==> src/rtl/el2_dccm_arb_ctrl.sv <==
// DCCM port arbiter/sequencer: LSU-priority sharing with DMA, read-response routing, quiesce handshake.
// Optional anti-starvation for DMA is enabled by defining EL2_DCCM_ARB_STARVE_EN.
module el2_dccm_arb_ctrl #(
  parameter int DCCM_BITS        = 16,
  parameter int DCCM_FDATA_WIDTH = 39,
  parameter int STARVE_LIMIT     = 4
) (
  input  logic                        clk,
  input  logic                        rst,
  input  logic                        lsu_req_valid,
  output logic                        lsu_req_ready,
  input  logic                        lsu_req_we,
  input  logic [DCCM_BITS-1:0]        lsu_req_addr,
  input  logic [DCCM_FDATA_WIDTH-1:0] lsu_req_wdata,
  output logic                        lsu_rsp_valid,
  output logic [DCCM_FDATA_WIDTH-1:0] lsu_rsp_rdata,
  input  logic                        dma_req_valid,
  output logic                        dma_req_ready,
  input  logic                        dma_req_we,
  input  logic [DCCM_BITS-1:0]        dma_req_addr,
  input  logic [DCCM_FDATA_WIDTH-1:0] dma_req_wdata,
  output logic                        dma_rsp_valid,
  output logic [DCCM_FDATA_WIDTH-1:0] dma_rsp_rdata,
  output logic                        dccm_wren,
  output logic                        dccm_rden,
  output logic [DCCM_BITS-1:0]        dccm_addr,
  output logic [DCCM_FDATA_WIDTH-1:0] dccm_wr_data,
  input  logic [DCCM_FDATA_WIDTH-1:0] dccm_rd_data,
  input  logic                        quiesce_req,
  output logic                        quiesce_ack
);

  typedef enum logic [1:0] {RUN, DRAIN, QUIESCED} state_t;

  state_t state;
  logic   run_ok;
  logic   lsu_grant;
  logic   dma_grant;
  logic   dma_force;
  logic   rd_grant;
  logic   tag_vld_p1;
  logic   tag_dma_p1;

  if (STARVE_LIMIT < 1 || STARVE_LIMIT > 15) begin : g_limit_chk
    $error("STARVE_LIMIT must be within 1..15");
  end

  // Grants only in RUN with no quiesce pending; reset masks every output immediately.
  assign run_ok    = !rst && (state == RUN) && !quiesce_req;
  assign lsu_grant = run_ok && lsu_req_valid && !dma_force;
  assign dma_grant = run_ok && dma_req_valid && (dma_force || !lsu_req_valid);
  assign rd_grant  = (lsu_grant && !lsu_req_we) || (dma_grant && !dma_req_we);

  assign lsu_req_ready = lsu_grant;
  assign dma_req_ready = dma_grant;

`ifdef EL2_DCCM_ARB_STARVE_EN
  localparam logic [3:0] LIMIT = 4'(STARVE_LIMIT);
  logic [3:0] starve_cnt;

  assign dma_force = dma_req_valid && (starve_cnt == LIMIT);

  always_ff @(posedge clk) begin
    if (rst) begin
      starve_cnt <= '0;
    end else if (state == RUN) begin
      if (dma_grant || !dma_req_valid) begin
        starve_cnt <= '0;
      end else if (lsu_grant && (starve_cnt != LIMIT)) begin
        starve_cnt <= starve_cnt + 4'd1;
      end
    end
  end
`else
  assign dma_force = 1'b0;
`endif

  // Stage p0: issue the winner onto the memory port
  always_comb begin
    dccm_wren    = 1'b0;
    dccm_rden    = 1'b0;
    dccm_addr    = '0;
    dccm_wr_data = '0;
    if (lsu_grant) begin
      dccm_wren    = lsu_req_we;
      dccm_rden    = !lsu_req_we;
      dccm_addr    = lsu_req_addr;
      dccm_wr_data = lsu_req_wdata;
    end else if (dma_grant) begin
      dccm_wren    = dma_req_we;
      dccm_rden    = !dma_req_we;
      dccm_addr    = dma_req_addr;
      dccm_wr_data = dma_req_wdata;
    end
  end

  // Stage p1: read tag follows the memory's one-cycle read latency
  always_ff @(posedge clk) begin
    if (rst) begin
      tag_vld_p1 <= 1'b0;
      tag_dma_p1 <= 1'b0;
    end else begin
      tag_vld_p1 <= rd_grant;
      tag_dma_p1 <= dma_grant;
    end
  end

  assign lsu_rsp_valid = !rst && tag_vld_p1 && !tag_dma_p1;
  assign dma_rsp_valid = !rst && tag_vld_p1 && tag_dma_p1;
  assign lsu_rsp_rdata = lsu_rsp_valid ? dccm_rd_data : '0;
  assign dma_rsp_rdata = dma_rsp_valid ? dccm_rd_data : '0;

  // Ack falls in the same cycle quiesce_req is released.
  assign quiesce_ack = !rst && (state == QUIESCED) && quiesce_req;

  always_ff @(posedge clk) begin
    if (rst) begin
      state <= RUN;
    end else begin
      case (state)
        RUN:      if (quiesce_req) state <= DRAIN;
        DRAIN:    if (!quiesce_req) state <= RUN;
                  else if (!tag_vld_p1) state <= QUIESCED;
        QUIESCED: if (!quiesce_req) state <= RUN;
        default:  state <= RUN;
      endcase
    end
  end

endmodule
==> config.mk <==
export PLATFORM = sky130hd
export DESIGN_NAME = el2_dccm_arb_ctrl
export DESIGN_NICKNAME = d
export VERILOG_FILES = /design/src/rtl/el2_dccm_arb_ctrl.sv
export SDC_FILE = /design/constraint.sdc
export NUM_CORES = 1
export LEC_CHECK = 0
export BUFFER_PORTS_ARGS = -buffer_cell sky130_fd_sc_hd__buf_2
export CAP_MARGIN = 20
export CORE_AREA = 5 5 112 114
export DETAILED_ROUTE_END_ITERATION = 8
export DIE_AREA = 0 0 117 119
export PLACE_DENSITY = 0.62
export SYNTH_ARGS = -nofsm -noshare
export SYNTH_HDL_FRONTEND = slang
export SYNTH_SLANG_ARGS = --single-unit
==> constraint.sdc <==
create_clock -name clk -period 2.75 [get_ports clk]
set_input_delay 0.4125 -clock clk [delete_from_list [all_inputs] [get_ports clk]]
set_output_delay 0.4125 -clock clk [all_outputs]
set_load 0.01 [all_outputs]
== After elaboration in Yosys (flattened, before gate mapping) ==
Cells that the tools add are included.

* Reductions and logical operators: 21
* Mux-type cells: 15
* Bitwise logic cells: 0
* Equality and inequality tests: 5
* Divide/modulo/power cells: 0
* Add/subtract/negate cells: 0
* $lt $le $gt $ge: 0
* Shifts and indexed selects: 0
* Multiply operators: 0

{| class="wikitable"
|+ Operators by type and width
! operator !! number
|-
| 39-bit 2-to-1 mux || 4
|-
| 16-bit 2-to-1 mux || 2
|-
| 1-bit logical AND || 12
|-
| 2-bit 2-to-1 mux || 4
|-
| 1-bit zero test || 6
|-
| 2-bit one-hot mux with 3 select lines || 1
|-
| 1-bit 2-to-1 mux || 4
|-
| 2-bit != test, second input constant || 2
|-
| 3-bit != test, second input constant || 1
|-
| 3-bit AND reduction || 1
|-
| 2-bit by 1-bit == test with 1-bit output, second input constant || 1
|-
| 2-bit == test, second input constant || 1
|-
| 2-bit zero test || 1
|-
| 1-bit logical OR || 1
|}

* Register bits: 4
* Memory bits (writable): 0
* Logic and storage cells: 44
* Bits of input ports: 156
* Bits in latches: 0
* Bits in read-only memories: 0
* Memories: 0

== Longest topological paths before layout ==
Gate-level depths: netlist (run 1).

* Word-level depth: 7
* Mapped depth: 5
* Mapped depth without buffers: 2

== Worst setup path before layout (run 1) ==
OpenSTA, ideal clock, no wires.

* Kind: input to output
* From: in quiesce_req
* To: out dma_req_ready
* Slack: 0.966 ns
* Stages: 4
* Data arrival time: 1.371 ns
* Data required time: 2.338 ns
* Cells stage by stage: or4_4 > buf_6 > buf_8 > nor3b_2

* Word-level cells in the longest chain between the ends: 4

{| class="wikitable"
|+ Ends and longest elaborated chain
! element !! RTL line !! RTL
|-
| start: declaration || 29 || <nowiki>input logic quiesce_req,</nowiki>
|-
| 1-bit zero test || - ||
|-
| 1-bit logical AND || 49 || <nowiki>assign run_ok = !rst && (state == RUN) && !quiesce_req;</nowiki>
|-
| 1-bit logical AND (2 in series) || 51 || <nowiki>assign dma_grant = run_ok && dma_req_valid && (dma_force || !lsu_req_valid);</nowiki>
|-
| end: declaration || 18 || <nowiki>output logic dma_req_ready,</nowiki>
|}

No other way between the ends.

== Worst setup path in the final report (run 1) ==
* From: reg state[1]
* To: out dccm_wren

* Word-level cells in the longest chain between the ends: 7
* Elaborated cells between the ends (all ways): 8
* Classes of those cells: mux: 2; reduce/logical: 6

{| class="wikitable"
|+ Ends and longest elaborated chain
! element !! RTL line !! RTL
|-
| start: declaration || 35 || <nowiki>state_t state;</nowiki>
|-
| start signal: assignment || 118 || <nowiki>state <= RUN;</nowiki>
|-
| start signal: assignment || 121 || <nowiki>RUN: if (quiesce_req) state <= DRAIN;</nowiki>
|-
| start signal: assignment || 122 || <nowiki>DRAIN: if (!quiesce_req) state <= RUN;</nowiki>
|-
| 2-bit zero test (*) || 49 ||
|-
| 1-bit logical AND (*) (2 in series) || 49 ||
|-
| 1-bit logical AND (2 in series) || 51 ||
|-
| 1-bit 2-to-1 mux || 89 || <nowiki>end else if (dma_grant) begin</nowiki>
|-
| 1-bit 2-to-1 mux (*) || 84 || <nowiki>if (lsu_grant) begin</nowiki>
|-
| end: declaration || 24 || <nowiki>output logic dccm_wren,</nowiki>
|}

Mark *: on every way between the ends. The rest lies on a longest branch, timed or not.

==> results of run 1 <==
==> flip-flops by register name (all words and copies together), names as in the netlist <==
| register | count |
|---|---|
| state | 2 |
| tag_vld_p1 | 1 |
| tag_dma_p1 | 1 |
==> power breakdown <==
part	leakage [nW]	internal (mW)	switching (mW)	total [mW]
combinational	1.96	0.154	0.157	0.312
clock	0.0370	0.185	0.0370	0.222
sequential	0.0327	0.0609	0.00182	0.0627
total	2.03	0.401	0.196	0.597
==> kinds of logic (layout without fill, tap and decap cells) <==
| group | after synthesis | count (layout) | synth area share (%) |
|---|---|---|---|
| AOI/OAI and AO/OA | 59 | 59 | 16.5 |
| buffers and inverters | 35 | 305 | 10.7 |
| DFF | 4 | 4 | 4.48 |
| and+or+nand+nor | 204 | 204 | 68.3 |
==> Yosys cell counts <==
| master | n |
|---|---|
| nand3b_1 | 56 |
| or2b_1 | 1 |
| or3b_2 | 2 |
| and2_1 | 78 |
| or4_4 | 1 |
| nand2b_1 | 2 |
| buf_2 | 3 |
| clkbuf_1 | 24 |
| nand2_1 | 56 |
| and3b_1 | 1 |
| a21oi_1 | 59 |
| nor3b_2 | 1 |
| nor2b_1 | 1 |
| nor2_1 | 2 |
| nor3_1 | 1 |
| nor3b_1 | 2 |
| inv_1 | 1 |
| buf_8 | 1 |
| dfxtp_1 | 4 |
| buf_6 | 6 |
==> how the worst max path moves through the flow <==
| stage | to | slack, ns | cells after the start |
|---|---|---|---|
| global route | dccm_wren | 0.39 | 3 |
| global placement | dccm_wr_data[9] | 0.54 | 4 |
| detailed placement | dccm_wr_data[9] | 0.54 | 4 |
| floorplan | dma_req_ready | 0.97 | 4 |
| finish | dccm_wren | 0.49 | 3 |
| CTS | dccm_wr_data[9] | 0.46 | 3 |
==> placed cells by master (no fill, tap or decap) <==
cell       instances
a21oi_1           59
and2_1            78
and3b_1            1
buf_2            295
buf_4              6
clkbuf_16          3
dfxtp_1            4
inv_1              1
nand2_1           56
nand2b_1           2
nand3b_1          56
nor2_1             2
nor2b_1            1
nor3_1             1
nor3b_1            1
nor3b_2            2
or2b_1             1
or3b_2             2
or4_4              1
==> cell type report <==
| cell class | instances | area share, % |
|---|---|---|
| Clock buffer | 3 | 2.22 |
| Tap cell | 143 | 5.29 |
| Timing Repair Buffer | 301 | 45.0 |
| Multi-Input combinational cell | 263 | 45.0 |
| Sequential cell | 4 | 2.37 |
| Inverter | 1 | 0.111 |
==> layer usage <==
metal	share of wire [%]	vias up	GRT usage [%]
met5	0	-	0
met4	0.37	0	1.29
met3	11	2	1.42
met2	50	173	22.2
met1	39	1263	14.3
li1	-	1536	-
==> metrics by stage <==
stage	util, %	hold slack (ns)	setup slack (ns)	std cells
final	29.9	0.466	0.490	715
after detailed placement	29.2	0.465	0.542	712
after CTS	29.9	0.471	0.459	715
after global placement	29.2	0.468	0.536	712
after floorplan	-	0.429	0.966	302
after global routing	29.9	0.489	0.388	715
==> worst max-delay path, stage by stage, from the launching register on <==
cell     delay [ns]
dfxtp_1        0.32
or4_4          0.84
a21oi_1        0.27
buf_2          0.17
==> metrics.md, run 1 <==
| Metric | Value |
|---|---|
| Status | completed |
| Max VDD drop | 185 uV |
| Final Critical Period | about 2.3 ns |
| Fin nets | 730 |
| I/O Pins | 296 |
| Postcts setup bufs | 0 |
| Reg2reg start | state[1] |
| Fillers | ~1300 |
| YS warnings | 0 |
| Sequential share of the synthesized area | under 10% |
| CP Launch Type | register |
| Setup TNS after final layout | 0 ns |
| Initial antenna violation count | 0 |
| Unrepaired setup endpoints after global routing | no |
| Hold Startpoint | state[1] |
| Top cells by area, synth | and2_1 (27%), nand3b_1 (23%), a21oi_1 (17%) |
| Antenna cells | 0 |
| Slew HR | between 50 and 60% |
| Fin. Hold Viols | 0 |
| Htree depth | 1 |
| Flop-to-flop setup slack | 1.11 ns |
| Pleak | ~2.0 nW |
| Antenna-violating nets left | 0 |
| Syn nets | 458 |
| CP Data Arrival Time | around 1.9 ns |
| Worst setup path startpoint | state[1] |
| Multi-input gate area | between 1500 and 2000 um2 |
| Synthesized instance count | approximately 300 |
| GRT Overall Usage | 11.7% |
| Cts bufs inserted | 3 |
| DRC | 0 |
| Wire per inst | roughly 13 um |
| Hold Path Sink | state[0] |
| Area leader, netlist | and2_1 |
| DRT iter0 DRCs | about 110 |
| Crit Path Max Fanout | 61 |
| Final setup fails | 0 |
| Yosys reg bits | 4 |
| Share of cells above drive strength 1 | a little over half |
| Reg2reg path depth | 2 |
| Total die area | about 14000 um2 |
| Hold path depth | 1 |
| First-pass GRT wire length | 13.7 mm |
| Slew @ Worst Pin | about 0.67 ns |
| Post-Synthesis Cell Area | 1790 um2 |
| Unique cell type count in the Yosys netlist | 20 |
| Vias per std cell | 4.16 |
| Port bufs | 295 |
| Worst-Skew Late Latency | around 0.22 ns |
| Clock root cell | clkbuf_16 |
| Syn avg cell area | 5.92 um2 |
| Global route total overflow | 0 |
| TritonCTS clock tree | done |
| Drt total wl | approximately 9.4 mm |
| Tightest Hold Check Type | reg2reg |
| Reg2reg end | tag_vld_p1 |
| Max Slew Vio Count | 0 |
| Clock buffer depth | 2 |
| Area fraction of the dominant cell type after synthesis | a little over a quarter |
| Hold buffer count at cts | 0 |
| Crit. End Element | output pin |
| CP Class | reg2out |
| Die W | ~120 um |
| First-pass DRT Iterations | 6 |
| Pwr dens | between 150 and 200 nW/um2 |
| Clk slew on worst S/H paths | ~0.030 ns |
| Core region area | 11300 um2 |
| Max Clock Skew | ~0.0022 ns |
| Reg area | approximately 80 um2 |
| Number of global-route vias before repair | about 2800 |
| Number of max-cap violations | 0 |
| Worst path required time | ~2.3 ns |
| Initial Util | between 15 and 20% |
| P&R area growth vs syn | 89.0% |
| # rows | 39 |
| Placed Area | 3310 um2 |
| Final Cycle Share | 82.2% |
| Post-cts sizing count | 0 |
| Pwr Total | 0.597 mW |
| Fmax | between 400 and 500 MHz |
| Die H | ~120 um |
| CTS sink count | 4 |
| GP Congestion | 0.788 |
| Final Cell Area | around 3400 um2 |
| Vias after detailed routing | a little under 3000 |
| Largest net degree at the start of global routing | between 60 and 70 |
(Power assumes the default switching activity.)
==> run 2, diff against run 1 <==
Clock period 2.75 ns to 2.1 ns, I/O delays scaled along.
==> run 2 against run 1 <==
Net effect: sequential power is 31% higher; final area is 1.0% higher; critical path depth grew 1; total power grew 33%; cell count is 0.28% higher; core utilization is 0.31 points higher; setup slack got worse by 0.41 ns; hold slack worse by 0.058 ns; count of clock-buffer cells in the layout unchanged; clock skew fell by 0.0011 ns.
==> metrics.md, run 2 (same netlist as run 1, synthesis figures left out) <==
| Metric | Value |
|---|---|
| Cts bufs inserted | 3 |
| CP Class | reg2out |
| Number of global-route vias before repair | ~2700 |
| Largest register FFs | 2 |
| CP Launch Type | register |
| Detailed Place HPWL | 7.81 mm |
| I/O Pins | 296 |
| Core region area | about 11000 um2 |
| Fin nets | around 730 |
| GP Congestion | between 0.7 and 0.8 |
| Metal3 WL | ~1.2 mm |
| Pleak | about 2.0 nW |
| Reg area | 80.1 um2 |
| Largest net degree at the start of global routing | 62 |
| Wire per inst | ~13 um |
| Die H | ~120 um |
| Port bufs | between 200 and 300 |
| Most frequent cells in the layout | buf_2 (295), and2_1 (78), a21oi_1 (59) |
| CTS sink count | 4 |
| Postcts setup bufs | 0 |
| Clock buffer depth | 2 |
| DRT iter0 DRCs | between 100 and 150 |
| Reg2reg start | state[1] |
| Number of max-cap violations | 0 |
| Vias after detailed routing | between 3000 and 4000 |
| Share of cells above drive strength 1 | a little over half |
| Largest regs | state (2), tag_dma_p1 (1), tag_vld_p1 (1) |
| Die W | around 120 um |
| Final Critical Period | 2.02 ns |
| Multi-input gate area | approximately 1500 um2 |
| GRT Overall Usage | a little under an eighth |
| Slew @ Worst Pin | 0.489 ns |
| # rows | 39 |
| Post-cts sizing count | 0 |
| Crit Path Max Fanout | 61 |
| Fmax | between 400 and 500 MHz |
| First-pass GRT wire length | around 14 mm |
| Initial antenna violation count | 0 |
| M1 WL | between 3 and 4 mm |
| Initial Util | ~16% |
| Status | completed |
| Worst path required time | ~1.8 ns |
| Slew HR | approximately two thirds |
| Reg2reg path depth | 3 |
| Reg2reg end | tag_vld_p1 |
| Crit. End Element | output pin |
| Max Clock Skew | around 0.0011 ns |
| P&R area growth vs syn | 91.0% |
| TritonCTS clock tree | done |
| Flop-to-flop setup slack | 0.62 ns |
| Final setup fails | 0 |
| Biggest register | state |
| Hold buffer count at cts | 0 |
| Vias per std cell | 4.22 |
| Final core area utilization | a little under a third |
| Hold Path Sink | state[1] |
| First-pass DRT Iterations | 4 |
| Global route total overflow | 0 |
| CP Data Arrival Time | about 1.7 ns |
| Max VDD drop | between 200 and 250 uV |
| Unrepaired setup endpoints after global routing | no |
| Fillers | 1270 |
| Total die area | roughly 14000 um2 |
| Max Slew Vio Count | 0 |
| DRC | 0 |
| Clk slew on worst S/H paths | about 0.030 ns |
| Pwr dens | 232 nW/um2 |
| Detail Route met2 WL | ~4.7 mm |
| Htree depth | 1 |
| Hold path depth | 3 |
| Uppermost layer routed | met4 |
| Hold Startpoint | quiesce_req |
| Drt total wl | approximately 9.5 mm |
| Most common cell after layout, fill and taps aside | buf_2 |
| Fin. Hold Viols | 0 |
| Clock root cell | clkbuf_16 |
| Final Cycle Share | between 90% and 100% |
| Antenna-violating nets left | 0 |
| Tightest Hold Check Type | in2reg |
| Worst-Skew Late Latency | 0.22 ns |
| Setup TNS after final layout | 0 ns |
-- run 2: power breakdown --
group	internal, mW	switching, mW
combinational	0.209	0.208
clock	0.243	0.0510
sequential	0.0797	0.00250
total	0.532	0.261
-- run 2: layer usage --
metal / GRT usage [%] / vias up
li1: - / 1545
met1: 13.6 / 1300
met2: 22.7 / 178
met3: 2.28 / 3
met4: 1.29 / 0
met5: 0 / -
-- run 2: worst max-delay path, stage by stage (launching register included) --
cell and delay (ns):
dfxtp_1 0.32, or4_4 0.55, buf_12 0.20, a21oi_1 0.21
buf_2 0.17
-- run 2: layout make-up --
class | count | area share (%)
Tap cell | 143 | 5.24
Multi-Input combinational cell | 263 | 44.6
Timing Repair Buffer | 302 | 45.5
Clock buffer | 3 | 2.20
Antenna cell | 1 | 0.0732
Sequential cell | 4 | 2.34
Inverter | 1 | 0.110
-- run 2: worst max-delay path by stage --
stage	start	endpoint	slack [ns]	depth (start not counted)
detailed placement	quiesce_req	dccm_wr_data[9]	0.27	5
global route	state[1]	dccm_wren	0.03	4
global placement	quiesce_req	dccm_wr_data[9]	0.28	5
CTS	state[1]	dccm_wr_data[9]	0.08	4
finish	state[1]	dccm_wr_data[9]	0.08	4
floorplan	state[1]	dma_req_ready	0.47	4
-- run 2: stage by stage --
stage	instances	hold WS (ns)	instance area, um2	power, mW	setup WS [ns]
after floorplan	302	0.429	1790	0.282	0.468
after global placement	713	0.471	3340	0.502	0.281
after global routing	716	0.444	3410	0.850	0.0293
final	717	0.408	3420	0.793	0.0818
after detailed placement	713	0.477	3340	0.502	0.273
after CTS	716	0.409	3410	0.801	0.0807
==> run 3, diff against run 2 <==
Settings changed: CELL_PAD_IN_SITES_DETAIL_PLACEMENT from default to 2, CELL_PAD_IN_SITES_GLOBAL_PLACEMENT from default to 2, CORE_AREA 5 5 112 114 to default, CORE_MARGIN from default to 5, CORE_UTILIZATION from default to 10, DIE_AREA 0 0 117 119 to default, PLACE_DENSITY 0.62 to 0.89.
==> run 3 against run 2 <==
Net effect: clock skew grew 0.0011 ns; register-to-register slack worse by 0.10 ns; total power grew 5.3%; maximum frequency fell by 0.56%; hold slack better by 0.0087 ns; non-clock buffer count rose by 6; cell count up 13%; critical endpoint is now dccm_wr_data[16]; highest routed layer unchanged.
==> metrics.md, run 3 (same netlist as run 1, synthesis figures left out) <==
| Metric | Value |
|---|---|
| Vias after detailed routing | 3261 |
| Status | completed |
| Pleak | 2.08 nW |
| Largest register FFs | 2 |
| Reg2reg end | tag_vld_p1 |
| Detailed Place HPWL | between 10 and 15 mm |
| Postcts setup bufs | 0 |
| Crit. End Element | output pin |
| First-pass GRT wire length | ~18 mm |
| Worst setup path startpoint | state[0] |
| Total die area | 20700 um2 |
| Worst-Skew Late Latency | around 0.22 ns |
| Die W | between 100 and 150 um |
| Max Clock Skew | 0.00223 ns |
| Antenna cells | 0 |
| CP Launch Type | register |
| Slew @ Worst Pin | roughly 0.33 ns |
| Fin. Hold Viols | 0 |
| Die H | between 100 and 150 um |
| Biggest register | state |
| GP Congestion | approximately 0.74 |
| Port bufs | around 300 |
| Htree depth | 1 |
| Most common cell after layout, fill and taps aside | buf_2 |
| Final Critical Period | 2.03 ns |
| Initial antenna violation count | 0 |
| Pwr dens | between 200 and 250 nW/um2 |
| Setup WS pre-CTS | between 0.15 and 0.2 ns |
| Number of global-route vias before repair | about 3400 |
| Cts bufs inserted | 3 |
| Post-Layout Cell Count | a little over 800 |
| Pwr Total | roughly 0.83 mW |
| # rows | 49 |
| Share of cells above drive strength 1 | between 50 and 60% |
| Max Slew Vio Count | 0 |
| CP Data Arrival Time | ~1.7 ns |
| Clk slew on worst S/H paths | around 0.03 ns |
| P&R area growth vs syn | 102% |
| Worst path required time | around 1.8 ns |
| GRT Overall Usage | about 11% |
| Initial Util | roughly a tenth |
| Global route total overflow | 0 |
| CTS sink count | 4 |
| Core region area | ~18000 um2 |
| Slew HR | approximately 80% |
| DRC | 0 |
| Reg2reg start | state[0] |
| DRT iter0 DRCs | between 70 and 80 |
| Final Cycle Share | 96.6% |
| Vias per std cell | approximately 4.0 |
| Final setup fails | 0 |
| Crit Path Max Fanout | 29 |
| Reg2reg path depth | 3 |
| Unrepaired setup endpoints after global routing | yes |
| Antenna-violating nets left | 0 |
| CP Class | reg2out |
| CP endpoint | dccm_wr_data[16] |
| Flop-to-flop setup slack | about 0.52 ns |
| Clock buffer depth | 2 |
| Fmax | between 400 and 500 MHz |
| Final core area utilization | approximately a fifth |
| I/O Pins | 296 |
| Number of max-cap violations | 0 |
| Largest regs | state (2), tag_dma_p1 (1), tag_vld_p1 (1) |
| TritonCTS clock tree | done |
| Largest net degree at the start of global routing | 69 |
| Final WS setup | approximately 0.070 ns |
| Clock root cell | clkbuf_16 |
| Max VDD drop | 165 uV |
| Drt total wl | ~13 mm |
| Wire per inst | between 15 and 20 um |
| Most frequent cells in the layout | buf_2 (295), and2_1 (78), nand2_1 (56), nand3b_1 (56), a21oi_1 (53) |
| Tightest Hold Check Type | in2reg |
| Placed insts | ~800 |
| First-pass DRT Iterations | 3 |
| Fin nets | 737 |
## run 3: changes by cell type in the layout (fill, tap and decap cells not counted), sizes merged
cell    previous run  this run
clkbuf             3         4
diode              1         0
buf              302       307
## run 3: repair_timing
item / CTS / global route
setup endpoints to repair: 1 / 5
cloned: 0 / 1
resized for setup: 1 / 6
pin swaps: 0 / 1
hold buffers: 0 / 0
## run 3: layout make-up
| cell class | count | area [um2] |
|---|---|---|
| multi-input combinational | 263 | 1550 |
| timing repair buffer | 308 | 1620 |
| fill | 2206 | 14200 |
| tap | 229 | 287 |
| sequential | 4 | 80.1 |
| inverter | 1 | 3.75 |
| clock buffer | 3 | 75.1 |
## run 3: power by group
group | internal, mW | switching, mW | total (mW)
registers | 0.0797 | 0.00273 | 0.0824
clock network | 0.243 | 0.0532 | 0.296
logic | 0.223 | 0.233 | 0.456
## run 3: worst max-delay path, cell delays in order (launching register included)
cell	delay, ns
dfxtp_1	0.32
or4_4	0.61
buf_16	0.21
a21oi_2	0.16
buf_2	0.16
## run 3: worst min path at each step
| stage | start | to | slack, ns | cells after the start |
|---|---|---|---|---|
| 6_report | quiesce_req | state[0] | 0.42 | 3 |
| 5_1_grt | quiesce_req | state[0] | 0.44 | 3 |
| 4_1_cts | quiesce_req | state[0] | 0.41 | 3 |
| 3_5_place_dp | state[1] | state[0] | 0.47 | 1 |
| 3_3_place_gp | state[1] | state[0] | 0.46 | 1 |
| 2_1_floorplan | state[1] | state[0] | 0.43 | 1 |
## run 3: per-layer routing
metal / global-route usage [%] / vias to the layer above / routed length, um
met5: 0 / - / 0
met1: 11.8 / 1505 / 4850
met3: 3.46 / 9 / 1500
met2: 21.3 / 190 / 6610
li1: - / 1557 / -
met4: 1.54 / 0 / 99
## run 3: per-stage QoR
stage / setup TNS (ns) / hold slack [ns] / area [um2]
after global routing: -0.00693 / 0.435 / 3610
after CTS: 0 / 0.415 / 3560
after detailed placement: 0 / 0.467 / 3480
after global placement: 0 / 0.460 / 3480
final: 0 / 0.417 / 3610
after floorplan: 0 / 0.429 / 1790
